===== config.mk =====
export PLATFORM = sky130hd
export DESIGN_NAME = memcpy_burst_arbiter
export DESIGN_NICKNAME = d
export VERILOG_FILES = /design/src/rtl/memcpy_burst_arbiter.sv
export SDC_FILE = /design/constraint.sdc
export NUM_CORES = 1
export LEC_CHECK = 0
export BUFFER_PORTS_ARGS = -buffer_cell sky130_fd_sc_hd__buf_2
export CELL_PAD_IN_SITES_DETAIL_PLACEMENT = 1
export CELL_PAD_IN_SITES_GLOBAL_PLACEMENT = 1
export CORE_UTILIZATION = 42
export CTS_CLUSTER_SIZE = 20
export DETAILED_ROUTE_END_ITERATION = 10
export GPL_TIMING_DRIVEN = 0
export PLACE_DENSITY_LB_ADDON = 0.15
export SLEW_MARGIN = 0
export SYNTH_ARGS = -nofsm -noshare
export SYNTH_HDL_FRONTEND = slang
export SYNTH_SLANG_ARGS = --single-unit

===== constraint.sdc =====
create_clock -name clk -period 5.1 [get_ports clk]
set_input_delay 0.51 -clock clk [delete_from_list [all_inputs] [get_ports clk]]
set_output_delay 0.51 -clock clk [all_outputs]
set_load 0.03 [all_outputs]

===== src/rtl/memcpy_burst_arbiter.sv =====
// memcpy_burst_arbiter: round-robin sharing of one burst engine across NUM_REQ sequencers.
// Define MEMCPY_ARB_STATS_EN to add per-slot grant counters on grant_cnt.
module memcpy_burst_arbiter #(
   parameter int NUM_REQ = 2,
   parameter int ADDR_W  = 64,
   parameter int LEN_W   = 8,
   parameter int ID_W    = (NUM_REQ > 1) ? $clog2(NUM_REQ) : 1
) (
   input  logic                      clk,
   input  logic                      rst,
   input  logic [NUM_REQ-1:0]        req_start,
   input  logic [NUM_REQ*LEN_W-1:0]  req_len,
   input  logic [NUM_REQ*ADDR_W-1:0] req_addr,
   output logic [NUM_REQ-1:0]        req_busy,
   output logic [NUM_REQ-1:0]        req_done,
   output logic [NUM_REQ-1:0]        req_err,
   output logic                      burst_start,
   output logic [LEN_W-1:0]          burst_len,
   output logic [ADDR_W-1:0]         burst_addr,
   output logic [ID_W-1:0]           burst_owner,
`ifdef MEMCPY_ARB_STATS_EN
   output logic [NUM_REQ*32-1:0]     grant_cnt,
`endif
   input  logic                      burst_done
);

   typedef enum logic {S_IDLE, S_WAIT} state_t;

   state_t             state;
   logic [NUM_REQ-1:0] pending;
   logic [ID_W-1:0]    ptr;
   logic [ID_W-1:0]    owner;
   logic [ID_W-1:0]    sel;
   logic [ID_W-1:0]    cand;
   logic [ID_W-1:0]    sel_nxt;
   logic [ID_W-1:0]    owner_nxt;
   logic               found;
   int                 idx;

   logic [LEN_W-1:0]   slot_len  [NUM_REQ];
   logic [ADDR_W-1:0]  slot_addr [NUM_REQ];

`ifdef MEMCPY_ARB_STATS_EN
   logic [31:0]        cnt [NUM_REQ];

   always_comb begin
      grant_cnt = '0;
      for (int i = 0; i < NUM_REQ; i++)
         grant_cnt[i*32 +: 32] = cnt[i];
   end
`endif

   // First pending slot at or above the pointer, wrapping.
   always_comb begin
      found = 1'b0;
      sel   = '0;
      cand  = '0;
      idx   = 0;
      for (int k = 0; k < NUM_REQ; k++) begin
         idx = int'(ptr) + k;
         if (idx >= NUM_REQ)
            idx = idx - NUM_REQ;
         cand = ID_W'(idx);
         if (!found && pending[cand]) begin
            found = 1'b1;
            sel   = cand;
         end
      end
   end

   assign sel_nxt   = (sel == ID_W'(NUM_REQ-1))   ? '0 : sel + 1'b1;
   assign owner_nxt = (owner == ID_W'(NUM_REQ-1)) ? '0 : owner + 1'b1;

   always_comb begin
      req_busy = pending;
      if (state == S_WAIT)
         req_busy[owner] = 1'b1;
   end

   always_ff @(posedge clk) begin
      for (int i = 0; i < NUM_REQ; i++) begin
         if (req_start[i] && !req_busy[i]) begin
            slot_len[i]  <= req_len[i*LEN_W +: LEN_W];
            slot_addr[i] <= req_addr[i*ADDR_W +: ADDR_W];
         end
      end
   end

   always_ff @(posedge clk) begin
      if (rst) begin
         state       <= S_IDLE;
         pending     <= '0;
         ptr         <= '0;
         owner       <= '0;
         req_done    <= '0;
         req_err     <= '0;
         burst_start <= 1'b0;
         burst_len   <= '0;
         burst_addr  <= '0;
         burst_owner <= '0;
`ifdef MEMCPY_ARB_STATS_EN
         for (int i = 0; i < NUM_REQ; i++)
            cnt[i] <= '0;
`endif
      end else begin
         burst_start <= 1'b0;
         req_done    <= '0;
         for (int i = 0; i < NUM_REQ; i++) begin
            if (req_start[i]) begin
               if (req_busy[i])
                  req_err[i] <= 1'b1;
               else
                  pending[i] <= 1'b1;
            end
         end
         case (state)
            S_IDLE: begin
               if (found) begin
                  pending[sel] <= 1'b0;
                  owner        <= sel;
                  if (slot_len[sel] != '0) begin
                     burst_start <= 1'b1;
                     burst_len   <= slot_len[sel];
                     burst_addr  <= slot_addr[sel];
                     burst_owner <= sel;
                     state       <= S_WAIT;
`ifdef MEMCPY_ARB_STATS_EN
                     cnt[sel]    <= cnt[sel] + 32'd1;
`endif
                  end else begin
                     req_done[sel] <= 1'b1;
                     ptr           <= sel_nxt;
                  end
               end
            end
            S_WAIT: begin
               if (burst_done) begin
                  req_done[owner] <= 1'b1;
                  ptr             <= owner_nxt;
                  state           <= S_IDLE;
               end
            end
            default: state <= S_IDLE;
         endcase
      end
   end

endmodule


==> summary.md <==
| Metric | Value |
|---|---|
| Core Region | approximately 21000 sq um |
| Area delta synth->final | 26.0% |
| Top cell by count, worst path | buf_12 |
| Die X | 148 um |
| Peak supply drop | ~0.00027 V |
| Yosys warns | 0 |
| Via count | around 6.4k |
| Port Buf Inserts | about 230 |
| Detail-routed via count per cell | between 5 and 6 |
| 1st-iter DRT viols | 245 |
| Initial antenna violation count | 7 |
| Row count | between 50 and 60 |
| Total gr overflow | 0 |
| Mean Syn Cell Area | 12.9 sq um |
| Unique masters post-synth | 30 |
| Clock root buffer master | clkbuf_16 |
| Power share of the combinational group | between 20 and 30% |
| Remaining DRCs | 0 |
| Worst EP arrival | between 2 and 3 ns |
| Starting Density | 42.7% |
| DR WL/cell | approximately 19 um |
| Min-Delay Path Class | in -> reg |
| Final ANT Viol Nets | 0 |
| Post-route setup slack | 2.72 ns |
| Clk_lat worst skew | 0.52 ns |
| Crit. End Element | register |
| Startpoint types | register |
| Post-cts resize count | 0 |
| Syn Nets | 841 |
| Status | finished, final reports clean |
| Largest net degree at the start of global routing | 31 |
| Net Sw Power | 1.70 mW |
| Main flop type after synthesis | edfxtp_1 |
| Post-CTS Setup Repair Bufs | 0 |
| # setup viols final | 0 |
| Post-Synthesis Cell Area | 8940 sq um |
| Flop pwr share | about 44% |
| Share of cells above drive strength 1 | 29.1% |
| EDFF count, synth | about 140 |
| Sequential fraction of the synthesis area | 66.9% |
| Rel. slew slack | 44.5% |
| Clk sinks | 227 |
| # Max-Cap Violations | 0 |
| Clk slew on worst S/H paths | 0.06 ns |
| Layout Cells excl Fill | ~1.2k |
| RD Place Congestion | 0.760 |
| Synth top area cells | edfxtp_1, dfxtp_1, mux2i_1 |
| Cell Chain, Critical Path | clkbuf_1 > a21o_1 > nor2_4 > buf_12 > buf_12 |
| CTS hold repair buffers | 0 |
| Syn Inst Count | between 600 and 700 |
| Async S/R FF share, synth | 0% |
| Total Wirelength | between 20000 and 25000 um |
| Pre-antenna DRT Iters | 6 |
| Die Y | 148 um |
| Footprint of the multi-input gates | 2620 sq um |
| RSZ-0062 raised after global routing | no |
| TritonCTS buffer count | 25 |
| PD cells | 479 nW/um^2 |
| Clock Power Share | just over 30% |
| HPWL after DPL | 16900 um |
| Leading area contributor after synthesis | edfxtp_1 |
| #FFs+latches synth | 227 |
| Final hold slack | 0.161 ns |
| Worst stage delay on the critical path | 0.63 ns |
| Min Clock Period, post-route | between 2 and 2.5 ns |
| Max-slew violations | 0 |
| Full die area | 21900 sq um |
| Internal power | 3.70 mW |
| Depth of the CTS H-tree | 1 |
| Final Hold Vio Count | 0 |
| # IOs | between 200 and 250 |
| Slew @ Worst Pin | slightly above 0.8 ns |
| Gr usage total | between 20% and 30% |
| Clk buf depth | 3 |
| Clock skew | 0.0219 ns |
| Vias in the first global route | 6643 |
| Dpl cells | 1198 |
| Max Fclk | 420 MHz |
| Synth top area share | about half |
| Dpl ws | 2.66 ns |
| CP max stage cell | nor2_4 |
| Sw Share | 31.4% |
| Period Utilization, post-route | 46.7% |
| WS Path Type | reg -> reg |
| Layout Nets | 1099 |
| Reg area | 5990 sq um |
| Layout fillers | 2265 |
| Global-route wire length before repair | 36600 um |
| Pleak | about 4.9 nW |
| Max FO, Critical Path | 26 |
| Worst Path Required | 5.30 ns |
| CTS tree | yes |
registers in the layout (all words and copies together) (netlist names):
name and count:
state 1, pending 2, req_err 2, slot_addr 128, req_done 2, owner 1
slot_len 16, burst_owner 1, burst_addr 64, ptr 1, burst_len 8, burst_start 1
final cells by class:
class,instances,share of cell area [%]
clock inverters,9,0.377
diodes,5,0.111
repair buffers,231,10.8
clock buffers,36,6.18
well taps,275,3.05
flip-flops and latches,227,53.1
plain buffers,58,3.01
inverters,4,0.133
multi-input cells,403,23.2
Yosys cell counts, types with 2 or more instances:
cell type and number:
a21boi_0 72, a21oi_1 9, and3_1 72, buf_12 7
buf_2 3, clkbuf_1 47, dfxtp_1 83, edfxtp_1 144
inv_1 3, mux2i_1 72, nand2_1 76, nand2b_1 4
nand3_1 2, nor2_1 9, nor4_1 2, nor4_2 2
o21ai_0 72
stage by stage:
stage               area [sq um]  power [mW]  utilization, %  TNS [ns]
detailed placement         10500        3.80            50.2         0
global placement           10400        3.77            49.7   -182.29
finish                     11300        5.40            53.8         0
CTS                        11300        5.45            53.7         0
global route               11300        5.63            53.8         0
floorplan                   8940        3.34               -         0
logic make-up (layout without fill, tap and decap cells):
family                 Yosys count  in the layout  share of synthesized area (%)
multiplexers                    72             72                           8.06
AND/OR/NAND/NOR                170            170                           9.61
flip-flops                     227            227                           66.9
AO/OA/AOI/OAI                  161            161                           11.4
buffers and inverters           62            338                           3.96
other                            0              5                              0
per-layer routing:
layer	GRT usage [%]	part of all wire (%)	up-vias
met2	37.9	49	173
met4	6.65	2.4	4
met5	0	0.12	-
met1	27.4	43	3097
li1	-	-	3059
met3	5.31	5.7	46
critical path, delay by kind of cell (launching register included):
family          cells  cell delay, ns
simple gates        1            0.63
flops               1            0.35
buf+inv             3            0.76
compound gates      1            0.29
power by group through the flow:
stage | Clock [mW] | Sequential [mW] | Combinational [mW]
CTS | 1.68 | 2.38 | 1.39
global placement | 0 | 2.44 | 1.33
global route | 1.74 | 2.40 | 1.48
floorplan | 0 | 2.68 | 0.656
finish | 1.65 | 2.38 | 1.37
detailed placement | 0 | 2.41 | 1.39
path summary, 6_finish.rpt:
| path | depth (start not counted) | slack [ns] | start | to |
|---|---|---|---|---|
| min | 1 | 0.16 | req_addr[22] | slot_addr[0][22]$_DFFE_PP_ |
| max | 5 | 2.72 | pending[1]$_SDFF_PP0_ | slot_addr[1][51]$_DFFE_PP_ |
| max reg2reg | 5 | 2.72 | pending[1]$_SDFF_PP0_ | slot_addr[1][51]$_DFFE_PP_ |
| min reg2reg | 2 | 0.46 | burst_len[6]$_SDFFE_PP0P_ | burst_len[6]$_SDFFE_PP0P_ |
layout by cell type (no fill, tap or decap), types with 2 or more instances in the layout:
master	n
clkbuf_16	25
nor2_1	7
edfxtp_1	144
nand2b_1	4
nor4_1	2
buf_2	230
clkinv_2	3
nor4_2	2
o21ai_0	72
a21oi_1	9
buf_12	11
nand2_1	76
nor2_4	2
nand3_1	2
dfxtp_1	83
mux2i_1	72
and3_1	72
diode_2	5
clkinv_1	5
inv_1	3
a21boi_0	72
clkbuf_8	3
clkbuf_1	55
No activity file was read; power rests on OpenSTA's default activity.
